$ cat src/rtl/plug_pkg.sv
// Shared definitions for the plug sequencer: one-hot state encodings and default beat-counter width.
package plug_pkg;

   localparam int LEN_W_DEF = 16;

   typedef enum logic [3:0] {
      ST_SKIP = 4'b0001,
      ST_PASS = 4'b0010,
      ST_PAD  = 4'b0100,
      ST_IDLE = 4'b1000
   } plug_state_e;

endpackage

$ cat src/rtl/plug_seq_cnt.sv
// Loadable down-counter for phase beats; saturates at zero and flags the zero state.
module plug_seq_cnt
   import plug_pkg::*;
#(
   parameter int LEN_W = LEN_W_DEF
) (
   input  logic             clk,
   input  logic             rst,
   input  logic             load,
   input  logic [LEN_W-1:0] load_val,
   input  logic             dec,
   output logic [LEN_W-1:0] cnt,
   output logic             zero
);

   logic [LEN_W-1:0] cnt_r;

   // Load has priority over decrement; decrement never wraps below zero.
   always_ff @(posedge clk) begin
      if (rst) begin
         cnt_r <= '0;
      end else if (load) begin
         cnt_r <= load_val;
      end else if (dec && (cnt_r != '0)) begin
         cnt_r <= cnt_r - LEN_W'(1);
      end else begin
         cnt_r <= cnt_r;
      end
   end

   assign cnt  = cnt_r;
   assign zero = (cnt_r == '0);

endmodule

$ cat src/rtl/plug_seq.sv
// Plug-stage sequencer: runs SKIP -> PASS -> PAD phases of programmable beat length.
// The PAD phase exists only when PLUG_SEQ_PAD_EN is defined.
module plug_seq
   import plug_pkg::*;
#(
   parameter int LEN_W = LEN_W_DEF
) (
   input  logic             clk,
   input  logic             rst,
   input  logic             start,
   input  logic             abort,
   input  logic [LEN_W-1:0] skip_len,
   input  logic [LEN_W-1:0] pass_len,
   input  logic [LEN_W-1:0] pad_len,
   input  logic             ivalid,
   input  logic             oready,
   output logic [3:0]       state,
   output logic             busy,
   output logic             done
);

`ifdef PLUG_SEQ_PAD_EN
   localparam logic PAD_EN = 1'b1;
`else
   localparam logic PAD_EN = 1'b0;
`endif

   plug_state_e      state_r, state_nxt_s;
   logic             busy_r, done_r, done_nxt_s;
   logic [LEN_W-1:0] pass_r, pad_r, pad_len_s;
   logic             cnt_load_s, cnt_dec_s, cnt_zero_s;
   logic [LEN_W-1:0] cnt_load_val_s, cnt_s;
   logic             beat_s, last_s;

   // With PAD disabled the pad length is forced to zero so PAD is never chosen.
   assign pad_len_s = pad_len & {LEN_W{PAD_EN}};

   plug_seq_cnt #(.LEN_W(LEN_W)) u_cnt (
      .clk      (clk),
      .rst      (rst),
      .load     (cnt_load_s),
      .load_val (cnt_load_val_s),
      .dec      (cnt_dec_s),
      .cnt      (cnt_s),
      .zero     (cnt_zero_s)
   );

   // Beat qualifier for the active phase.
   always_comb begin
      beat_s = 1'b0;
      case (state_r)
         ST_SKIP: beat_s = ivalid;
         ST_PASS: beat_s = ivalid & oready;
         ST_PAD:  beat_s = oready;
         default: beat_s = 1'b0;
      endcase
   end

   assign last_s    = beat_s & (cnt_s == LEN_W'(1));
   assign cnt_dec_s = beat_s & ~cnt_zero_s & ~abort;

   // Next-state, counter load and completion decode.
   always_comb begin
      state_nxt_s    = state_r;
      cnt_load_s     = 1'b0;
      cnt_load_val_s = '0;
      done_nxt_s     = 1'b0;
      if (abort) begin
         state_nxt_s = ST_IDLE;
         cnt_load_s  = 1'b1;
      end else begin
         case (state_r)
            ST_IDLE: begin
               if (start && (skip_len != '0)) begin
                  state_nxt_s    = ST_SKIP;
                  cnt_load_s     = 1'b1;
                  cnt_load_val_s = skip_len;
               end else if (start && (pass_len != '0)) begin
                  state_nxt_s    = ST_PASS;
                  cnt_load_s     = 1'b1;
                  cnt_load_val_s = pass_len;
               end else if (start && (pad_len_s != '0)) begin
                  state_nxt_s    = ST_PAD;
                  cnt_load_s     = 1'b1;
                  cnt_load_val_s = pad_len_s;
               end else if (start) begin
                  done_nxt_s = 1'b1;
               end else begin
                  state_nxt_s = ST_IDLE;
               end
            end
            ST_SKIP: begin
               if (last_s && (pass_r != '0)) begin
                  state_nxt_s    = ST_PASS;
                  cnt_load_s     = 1'b1;
                  cnt_load_val_s = pass_r;
               end else if (last_s && (pad_r != '0)) begin
                  state_nxt_s    = ST_PAD;
                  cnt_load_s     = 1'b1;
                  cnt_load_val_s = pad_r;
               end else if (last_s) begin
                  state_nxt_s = ST_IDLE;
                  done_nxt_s  = 1'b1;
               end else begin
                  state_nxt_s = ST_SKIP;
               end
            end
            ST_PASS: begin
               if (last_s && (pad_r != '0)) begin
                  state_nxt_s    = ST_PAD;
                  cnt_load_s     = 1'b1;
                  cnt_load_val_s = pad_r;
               end else if (last_s) begin
                  state_nxt_s = ST_IDLE;
                  done_nxt_s  = 1'b1;
               end else begin
                  state_nxt_s = ST_PASS;
               end
            end
            ST_PAD: begin
               if (last_s) begin
                  state_nxt_s = ST_IDLE;
                  done_nxt_s  = 1'b1;
               end else begin
                  state_nxt_s = ST_PAD;
               end
            end
            default: state_nxt_s = ST_IDLE;
         endcase
      end
   end

   // Later-phase lengths are captured only when a sequence is accepted.
   always_ff @(posedge clk) begin
      if (rst) begin
         pass_r <= '0;
         pad_r  <= '0;
      end else if ((state_r == ST_IDLE) && start && !abort) begin
         pass_r <= pass_len;
         pad_r  <= pad_len_s;
      end else begin
         pass_r <= pass_r;
         pad_r  <= pad_r;
      end
   end

   // State and status registers; busy is registered from the next state.
   always_ff @(posedge clk) begin
      if (rst) begin
         state_r <= ST_IDLE;
         busy_r  <= 1'b0;
         done_r  <= 1'b0;
      end else begin
         state_r <= state_nxt_s;
         busy_r  <= (state_nxt_s != ST_IDLE);
         done_r  <= done_nxt_s;
      end
   end

   assign state = state_r;
   assign busy  = busy_r;
   assign done  = done_r;

endmodule

$ cat config.mk
export PLATFORM = sky130hd
export DESIGN_NAME = plug_seq
export DESIGN_NICKNAME = d
export VERILOG_FILES = /design/src/rtl/plug_pkg.sv /design/src/rtl/plug_seq_cnt.sv /design/src/rtl/plug_seq.sv
export SDC_FILE = /design/constraint.sdc
export NUM_CORES = 1
export LEC_CHECK = 0
export CORE_ASPECT_RATIO = 0.9
export CORE_MARGIN = 2
export CORE_UTILIZATION = 49
export DETAILED_ROUTE_END_ITERATION = 16
export MAX_ROUTING_LAYER = met4
export PLACE_DENSITY_LB_ADDON = 0.12
export SLEW_MARGIN = 20
export SYNTH_ARGS = -nofsm -noshare
export SYNTH_HDL_FRONTEND = slang
export SYNTH_SLANG_ARGS = --single-unit
$ cat constraint.sdc
create_clock -name clk -period 2.8 [get_ports clk]
set_clock_uncertainty 0.1 [all_clocks]
set_input_delay 0.84 -clock clk [delete_from_list [all_inputs] [get_ports clk]]
set_output_delay 0.84 -clock clk [all_outputs]
set_load 0.05 [all_outputs]
=== After elaboration in Yosys (flattened, before gate mapping) ===
Cells that the tools add are included.

* Output and inout bits: 6
* Register bits after elaboration: 38

* Add/subtract/negate cells: 1
* Multiplexer cells: 28
* Bitwise operators: 6
* Equality and inequality tests: 6
* Reductions and logical operators: 15

{| class="wikitable"
|+ Operator list
! kind !! count
|-
| 2-to-1 mux 16 bit || 6
|-
| nonzero test 16 bit || 4
|-
| 2-to-1 mux 4 bit || 8
|-
| one-hot mux 16 bit (2 select lines) || 1
|-
| == test 16 x 1 -> 1 bit, second input constant || 1
|-
| logical NOT 16 bit || 1
|-
| one-hot mux 4 bit (4 select lines) || 1
|-
| subtractor 16 x 1 -> 16 bit, second input constant || 1
|-
| 2-to-1 mux 1 bit || 9
|-
| logical AND 1 bit || 6
|-
| one-hot mux 1 bit (3 select lines) || 2
|-
| AND 1 bit || 4
|-
| == test 4 x 1 -> 1 bit, second input constant || 1
|-
| == test 4 x 2 -> 1 bit, second input constant || 1
|-
| == test 4 x 3 -> 1 bit, second input constant || 1
|-
| == test 4 bit, second input constant || 1
|-
| != test 4 bit, second input constant || 1
|-
| OR reduction 2 bit || 2
|-
| inverter 1 bit || 2
|-
| one-hot mux 1 bit (2 select lines) || 1
|-
| nonzero test 2 bit || 1
|-
| logical NOT 1 bit || 1
|}

=== Depth between registers and ports, before layout ===
Gate-level depths: netlist (run 1).

* Depth in word-level cells: 8
* Mapped depth: 9
* Depth with buffers taken out: 8

=== Cells and area by module ===
From an unflattened synthesis (run 1), not the netlist that was laid out.

* Cell total of the unflattened synthesis: 311
* Area total of the unflattened synthesis: 2,576.2 sq um

{| class="wikitable"
|+ Modules (own cells, without submodules)
! module !! cells an instance !! times used !! area an instance (sq um) !! seq. area each (sq um)
|-
| plug_seq || 181 || 1 || 1,432.6 || 440.4
|-
| plug_seq_cnt || 130 || 1 || 1,143.6 || 320.3
|}

=== Worst setup path before layout (run 1) ===
OpenSTA, ideal clock, no wires.

* Kind: in2reg
* From: input port skip_len[11]
* To: register u_cnt.cnt_r[11], in the netlist u_cnt.cnt[11]
* Buffers on the path: 2
* Path slack: 0.103 ns
* Data required time: 2.567 ns
* Stages on the path: 8
* Arrival: 2.464 ns
* Path through: nor4_1 -> and4_1 -> buf_2 -> a21oi_1 -> a2111o_1 -> buf_6 -> nor2_1 -> nor4_2

* Longest elaborated chain between the ends: 6
* Elaborated cells between the ends (all ways): 10
* Classes of those cells: mux (7); reduce/logical (3)

{| class="wikitable"
|+ RTL lines
! what !! RTL line !! text
|-
| from (decl) || plug_seq.sv:12 || <nowiki>input logic [LEN_W-1:0] skip_len,</nowiki>
|-
| nonzero test 16 bit || plug_seq.sv:74 || <nowiki>if (start && (skip_len != '0)) begin</nowiki>
|-
| logical AND 1 bit || plug_seq.sv:74 ||
|-
| 2-to-1 mux 16 bit / 2-to-1 mux 1 bit (equally long branches) || plug_seq.sv:74 ||
|-
| one-hot mux 16 bit (2 select lines) / one-hot mux 1 bit (2 select lines) (equally long branches) || plug_seq.sv:72 || <nowiki>case (state_r)</nowiki>
|-
| 2-to-1 mux 16 bit / 2-to-1 mux 1 bit (equally long branches) || plug_seq.sv:68 || <nowiki>if (abort) begin</nowiki>
|-
| 2-to-1 mux 16 bit / nonzero test 2 bit (equally long branches) || -- ||
|-
| to (signal assigned) || plug_seq_cnt.sv:23 || <nowiki>cnt_r <= load_val;</nowiki>
|-
| to (signal assigned) || plug_seq_cnt.sv:25 || <nowiki>cnt_r <= cnt_r - LEN_W'(1);</nowiki>
|-
| to (signal assigned) || plug_seq_cnt.sv:27 || <nowiki>cnt_r <= cnt_r;</nowiki>
|-
| to (decl) || plug_seq_cnt.sv:16 || <nowiki>logic [LEN_W-1:0] cnt_r;</nowiki>
|}

Several ways; a longest one is shown, not always the timed one.
A chain may end at the register's enable or synchronous reset.

=== Worst setup path in the final report (run 1) ===
* From: input port skip_len[4]
* To: register u_cnt.cnt_r[14], in the netlist u_cnt.cnt[14]

* Longest elaborated chain between the ends: 6
* Elaborated cells between the ends (all ways): 10
* Classes of those cells: mux (7); reduce/logical (3)

{| class="wikitable"
|+ RTL lines
! what !! RTL line
|-
| nonzero test 16 bit * || plug_seq.sv:74
|-
| logical AND 1 bit * || plug_seq.sv:74
|-
| 2-to-1 mux 16 bit / 2-to-1 mux 1 bit (equally long branches) || plug_seq.sv:74
|-
| one-hot mux 16 bit (2 select lines) / one-hot mux 1 bit (2 select lines) (equally long branches) || plug_seq.sv:72
|-
| 2-to-1 mux 16 bit / 2-to-1 mux 1 bit (equally long branches) || plug_seq.sv:68
|-
| 2-to-1 mux 16 bit / nonzero test 2 bit (equally long branches) || --
|}

Mark *: on every way between the ends. The rest lies on a longest branch, timed or not.

==> results by group, run 1 <==
Worst setup path
  • Arr. time, crit path: 2.81 ns
  • R2R depth: 8
  • Worst r2r dst: u_cnt.cnt[6]$_SDFFE_PP0P_
  • FF-to-FF setup slack: 0.22 ns
  • CP required: 2.87 ns
  • CP startpoint: skip_len[4]
  • Crit path kind: in -> reg
  • Reg-to-Reg Start: u_cnt.cnt[8]$_SDFFE_PP0P_
  • Crit path launch type: input port
  • Max FO, Critical Path: 8
  • Critical Path End: u_cnt.cnt[14]$_SDFFE_PP0P_
  • Endpoint type of the worst setup path: flop

Routing
  • Drt via density: 5.917
  • Wirelength per Cell: 16.70 um
  • Via Count: 2704
  • Drt pass-1 iters: 5
  • Initial drt markers: 282
  • Routed Antenna Nets: 0
  • Drc violations: 0
  • Final WL: 7632 um

Synth
  • Top cells by area, synth: dfxtp_1 32%, nand2_1 7.8%, a21oi_1 5.7%
  • Syn Std Cell Area: 2361 sq um
  • Mean post-synth cell area: 7.741 sq um
  • Top cells by count, synth: 49 x nand2_1, 38 x dfxtp_1, 30 x nor2_1
  • Main synth FF type: dfxtp_1
  • Post-synthesis net count: 362
  • Count leader, synth: nand2_1
  • Asr flop ratio synth: 0
  • Share of the synthesized area in the top cell type: 0.3222
  • Yosys reg bits: 38
  • Synth Warn #: 0
  • Post-synth EDFFs: 0
  • Netlist cell types: 51
  • Sequential cell area fraction in the yosys report: 0.3222
  • Leading area contributor after synthesis: dfxtp_1
  • Post-synthesis cell count: 305

Floorplan
  • Core ar.: 4547 sq um
  • Die H: 69.85 um
  • IO Pins: 60
  • # rows: 23
  • Chip Width: 77.17 um
  • Die area: 5390 sq um
  • Initial Util: 0.5193

Place
  • GPL Wtd Cong: 0.9672
  • IO buf count: 43
  • Placement Setup Slack: -0.3915 ns
  • Placed cells: 447
  • Dpl hpwl: 5503 um

Min path
  • Tightest Hold Check Type: reg -> reg

Power and ir drop
  • Sw Pwr: 441.6 uW
  • Pwr per Cell Area: 404.9 nW/um^2
  • Comb pwr share: 0.293
  • Leakage Power: 0.001482 uW
  • Max VDD drop: 381.5 uV
  • Clk pwr share: 0.282
  • Pint: 962.7 uW
  • Sw Share: 0.3145
  • Sequential fraction of design power: 0.425

Clocking
  • Clock-pin slew on the worst setup and hold paths: 0.07 ns
  • TritonCTS Buffers: 5
  • CTS Buffer Depth: 2
  • H-tree Lvls: 2
  • CTS tree: done
  • Later-pin clock latency in the skew report: 0.29 ns
  • Clock sinks: 38
  • # hold bufs at CTS: 0
  • CTS root buffer: clkbuf_8

Timing
  • Hold slack: 0.3764 ns
  • Final worst-path setup slack: 0.06314 ns
  • Worst Max-Slew Pin Slew: 0.5049 ns
  • Slew Limit Fails: 0
  • Min Tclk post-route: 2.737 ns
  • Final setup fails: 0
  • Fmax: 0.3654 GHz
  • Slew margin rel.: 0.6598
  • Hold Vio Cnt, Final: 0
  • Tcrit/Tclk final: 0.9775
  • Setup TNS: 0 ns

GRT
  • First-pass GRT wire length: 12190 um
  • Gr ovfl total: 0
  • GR Util All Layers: 0.2902
  • Initial antenna violation count: 0
  • Vias in the first global route: 2509
  • Largest net degree at the start of global routing: 33

Outcome
  • Status: finished clean

Cells and area
  • Fillcell total: 336
  • Final Net Count: 451
  • Syn-to-layout area delta: 46.90%
  • Final Non-Filler Cells: 457
  • Share of post-route cells with drive strength above 1: 0.2380
  • Number of diodes: 0

Job
  • Total of max-cap violations: 0
## worst min path at each step
| stage | startpoint | to | slack, ns | cells past startpoint |
|---|---|---|---|---|
| 3_5_place_dp | pass_r[1]$_SDFFE_PP0P_ | pass_r[1]$_SDFFE_PP0P_ | 0.37 | 2 |
| 6_report | pass_r[1]$_SDFFE_PP0P_ | pass_r[1]$_SDFFE_PP0P_ | 0.38 | 2 |
| 2_1_floorplan | pass_r[6]$_SDFFE_PP0P_ | pass_r[6]$_SDFFE_PP0P_ | 0.35 | 2 |
| 3_3_place_gp | pass_r[7]$_SDFFE_PP0P_ | pass_r[7]$_SDFFE_PP0P_ | 0.36 | 2 |
| 4_1_cts | pass_r[1]$_SDFFE_PP0P_ | pass_r[1]$_SDFFE_PP0P_ | 0.38 | 2 |
| 5_1_grt | pass_r[1]$_SDFFE_PP0P_ | pass_r[1]$_SDFFE_PP0P_ | 0.39 | 2 |
## cell usage in the layout (no fill, tap or decap), drive strengths merged, types with 2 or more instances in the layout
cell type | synthesis | final
and3b | 2 | 2
nand3b | 2 | 2
nor4 | 17 | 17
and3 | 2 | 2
dlymetal6s2s | 0 | 21
and4 | 2 | 2
nand2 | 50 | 50
clkbuf | 9 | 7
a32oi | 5 | 5
a22oi | 9 | 9
xor2 | 5 | 5
nand4 | 10 | 10
o2bb2ai | 6 | 6
or2 | 5 | 5
nor4b | 3 | 3
buf | 7 | 55
clkdlybuf4s50 | 0 | 22
nor3 | 12 | 12
or4 | 2 | 2
ha | 3 | 3
nand2b | 2 | 2
o21ai | 14 | 14
o21a | 2 | 2
nand4b | 2 | 2
a211oi | 10 | 10
xnor2 | 2 | 2
a21oi | 27 | 27
or3 | 3 | 3
nand3 | 2 | 2
nor2 | 30 | 30
dfxtp | 38 | 38
a21o | 9 | 9
inv | 4 | 4
## what timing repair did
action,in CTS,in global routing
gates resized for setup,7,36
endpoints found under the setup margin,14,15
pin swaps,4,16
setup buffers,1,1
## per-layer routing
layer,track usage,part of all wire,vias to the layer above
li1,-,-,1321
met1,0.3797,0.45,1275
met2,0.4570,0.48,93
met3,0.05685,0.050,15
met4,0.08532,0.018,0
met5,-,0,-
## flip-flops by register name (all words and copies together), names as in the netlist
register / flops
state: 4
done: 1
busy: 1
pass_r: 16
u_cnt.cnt: 16
## cell families (layout without fill, tap and decap cells)
logic type                 after synthesis  after routing  share of synthesized area
buffers and inverters                   20            110                    0.04133
DFF                                     38             38                     0.3222
AOI/OAI and AO/OA                       89             89                     0.2607
and+or+nand+nor                        148            148                     0.3339
adders and majority gates                3              3                    0.01590
xor gates and xnor gates                 7              7                    0.02597
## worst max-delay path, cell delays in order
cell and delay, ns:
clkdlybuf4s50_1 0.46, nor4_2 0.33, and4_4 0.28, a21oi_2 0.08
a2111o_1 0.44, buf_4 0.20, nor2_1 0.12, a211oi_1 0.06
## metrics by stage
stage,total power (uW),instance area [sq um],utilization
after floorplan,823.7,2361,-
after global placement,987.7,3197,0.7031
after detailed placement,996.5,3197,0.7031
after CTS,1391,3334,0.7334
after global routing,1470,3468,0.7628
final,1404,3468,0.7628
## power groups by stage
stage	Combinational, uW	Sequential [uW]	Clock, uW
after global routing	446	600	423
final	412	596	396
after detailed placement	389	607	0
after global placement	381	606	0
after CTS	397	595	398
after floorplan	215	609	0
## layout make-up
type | instances | area (sq um) | area share
flip-flops and latches | 38 | 760.7 | 0.2193
inverters | 4 | 15.01 | 0.004329
repair buffers | 98 | 923.4 | 0.2662
multi-input cells | 247 | 1600 | 0.4614
clock buffers | 7 | 86.33 | 0.02489
well taps | 62 | 77.57 | 0.02237
clock inverters | 1 | 5.005 | 0.001443
Power figures use the tool's default switching activity.
==> run 2, diff against run 1 <==
Settings changed: CTS_CLUSTER_DIAMETER set to 80, SKIP_LAST_GASP set to 1.
==> results by group, run 2 (synthesized netlist as in run 1, its figures left out) <==
Timing
  • Min Tclk post-route: 2.730 ns (-0.006939 ns)
  • Slew Limit Fails: 0 (unchanged)
  • Worst Max-Slew Pin Slew: 0.5130 ns (+0.008058 ns)
  • Tcrit/Tclk final: 0.9750 (-0.002478)
  • Slew margin rel.: 0.6544 (-0.005429)
  • Hold Vio Cnt, Final: 0 (unchanged)
  • Final setup fails: 0 (unchanged)
  • Setup TNS: 0 ns (unchanged)
  • Fmax: 0.3663 GHz (+0.25%)

GRT
  • Gr ovfl total: 0 (unchanged)
  • GR Util All Layers: 0.2902 (unchanged)
  • Vias in the first global route: 2509 (unchanged)
  • First-pass GRT wire length: 12190 um (unchanged)
  • Largest net degree at the start of global routing: 33 (unchanged)
  • Initial antenna violation count: 0 (unchanged)

Clocking
  • Clock sinks: 38 (unchanged)
  • CTS root buffer: clkbuf_8
  • TritonCTS Buffers: 5 (unchanged)
  • CTS tree: done
  • Later-pin clock latency in the skew report: 0.29 ns (about the same)
  • H-tree Lvls: 2 (unchanged)
  • # hold bufs at CTS: 0 (unchanged)
  • CTS Buffer Depth: 2 (unchanged)
  • Clock-pin slew on the worst setup and hold paths: 0.07 ns (about the same)

Power and ir drop
  • Max VDD drop: 381.5 uV (about the same)
  • Pint: 962.5 uW (about the same)
  • Sw Pwr: 440.6 uW (-0.23%)
  • Pwr per Cell Area: 404.2 nW/um^2 (-0.16%)
  • Sw Share: 0.3140 (-0.0004555)
  • Power, Total: 1403 uW (about the same)
  • Sequential fraction of design power: 0.425 (about the same)
  • Comb pwr share: 0.294 (about the same)
  • Clk pwr share: 0.281 (about the same)
  • Leakage Power: 0.001492 uW (+0.62%)

Routing
  • Drt via density: 5.928 (+0.18%)
  • Drc violations: 0 (unchanged)
  • Routed Antenna Nets: 0 (unchanged)
  • Initial drt markers: 253 (-10%)
  • WL met2: 3594 um (-2.0%)
  • Via Count: 2709 (+0.18%)
  • Routed wl met3: 458 um (+20%)
  • Final WL: 7589 um (-0.56%)
  • Wirelength per Cell: 16.61 um (-0.56%)
  • Drt pass-1 iters: 5 (unchanged)
  • Met1 WL: 3366 um (-2.3%)
  • Top routing layer used: met4

Floorplan
  • Die H: 69.85 um (unchanged)
  • # rows: 23 (unchanged)
  • Core ar.: 4547 sq um (unchanged)
  • Chip Width: 77.17 um (unchanged)
  • IO Pins: 60 (unchanged)
  • Die area: 5390 sq um (unchanged)
  • Initial Util: 0.5193 (unchanged)

Worst setup path
  • FF-to-FF setup slack: 0.23 ns (about the same)
  • Worst-path cell chain: clkdlybuf4s50_1 > nor4_2 > and4_4 > a21oi_2 > a2111o_1 > buf_4 > nor2_1 > a211oi_1
  • CP peak stage delay: 0.46 ns (about the same)
  • Max FO, Critical Path: 8 (unchanged)
  • Arr. time, crit path: 2.80 ns (about the same)
  • CP max-delay cell: clkdlybuf4s50_1
  • CP delay by family, top: simple AND/OR/NAND/NOR gates
  • Crit path launch type: input port
  • Number of buffers and inverters on the critical path: 2 (unchanged)
  • Endpoint type of the worst setup path: flop
  • CP required: 2.87 ns (about the same)
  • Crit path kind: in -> reg

Cells and area
  • Number of diodes: 0 (unchanged)
  • Syn-to-layout area delta: 47.01% (about the same)
  • Reg area: 760.7 sq um (unchanged)
  • Area of the multi-input gates: 1600 sq um (unchanged)
  • Commonest non-fill, non-tap cells in the layout: 50 x buf_4, 49 x nand2_1, 38 x dfxtp_1, 30 x nor2_1, 26 x a21oi_1
  • Final Net Count: 451 (unchanged)
  • Most common cell after layout, fill and taps aside: buf_4
  • Fillcell total: 336 (unchanged)
  • Share of post-route cells with drive strength above 1: 0.2380 (unchanged)

Min path
  • Tightest Hold Check Type: reg -> reg

Outcome
  • Status: finished clean

Place
  • IO buf count: 43 (unchanged)
  • GPL Wtd Cong: 0.9672 (unchanged)
  • Dpl hpwl: 5503 um (unchanged)

Job
  • Total of max-cap violations: 0 (unchanged)
[run 2: cell types whose count changed in the layout (fill, tap and decap cells not counted), sizes merged]
cell	before	now
clkdlybuf4s50	22	21
dlymetal6s2s	21	22
[run 2: worst paths after layout]
path / start / to / cells past startpoint
worst max-delay path: skip_len[4] / u_cnt.cnt[14]$_SDFFE_PP0P_ / 8
worst min register to register: pass_r[1]$_SDFFE_PP0P_ / pass_r[1]$_SDFFE_PP0P_ / 2
worst min-delay path: pass_r[1]$_SDFFE_PP0P_ / pass_r[1]$_SDFFE_PP0P_ / 2
worst max register to register: u_cnt.cnt[8]$_SDFFE_PP0P_ / u_cnt.cnt[6]$_SDFFE_PP0P_ / 8
[run 2: power by group through the flow]
stage / Clock [uW] / Sequential, uW / Combinational (uW)
6_report: 395 / 597 / 412
3_5_place_dp: 0 / 607 / 389
3_3_place_gp: 0 / 606 / 381
5_1_grt: 423 / 600 / 446
2_1_floorplan: 0 / 609 / 215
4_1_cts: 398 / 595 / 397
[run 2: layout make-up]
type,instances,area share
multi-input cells,247,0.4611
clock buffers,7,0.02487
repair buffers,98,0.2668
inverters,4,0.004326
clock inverters,1,0.001442
well taps,62,0.02235
flip-flops and latches,38,0.2192
[run 2: per-layer routing]
metal	track usage	up-vias
li1	-	1321
met1	0.3797	1253
met2	0.4570	116
met3	0.05685	19
met4	0.08532	0
met5	-	-
[run 2: tightest hold or removal path, delay by kind of cell (launching register included)]
family | cells | cell delay, ns
AOI/OAI and AO/OA | 1 | 0.05
DFF | 1 | 0.33
and+or+nand+nor | 1 | 0.06
[run 2: what timing repair did]
item,4_1_cts,5_1_grt
setup endpoints to repair,14,15
pin swaps,3,16
gates resized for setup,7,37
buffers inserted,1,1
[run 2: through the flow]
step / setup WS [ns] / util / std cells / hold slack [ns] / area, sq um
floorplan: 0.1030 / - / 305 / 0.3484 / 2361
global placement: -0.3152 / 0.7031 / 447 / 0.3604 / 3197
detailed placement: -0.3915 / 0.7031 / 447 / 0.3653 / 3197
CTS: -0.0004718 / 0.7334 / 456 / 0.3755 / 3334
global route: -0.05897 / 0.7633 / 457 / 0.3882 / 3471
finish: 0.07007 / 0.7633 / 457 / 0.3767 / 3471
==> run 3, diff against run 2 <==
Settings changed: HOLD_SLACK_MARGIN set to 0.15.
==> results of run 3 <==
No change in the layout: final DEF, timing and power equal those of run 2.
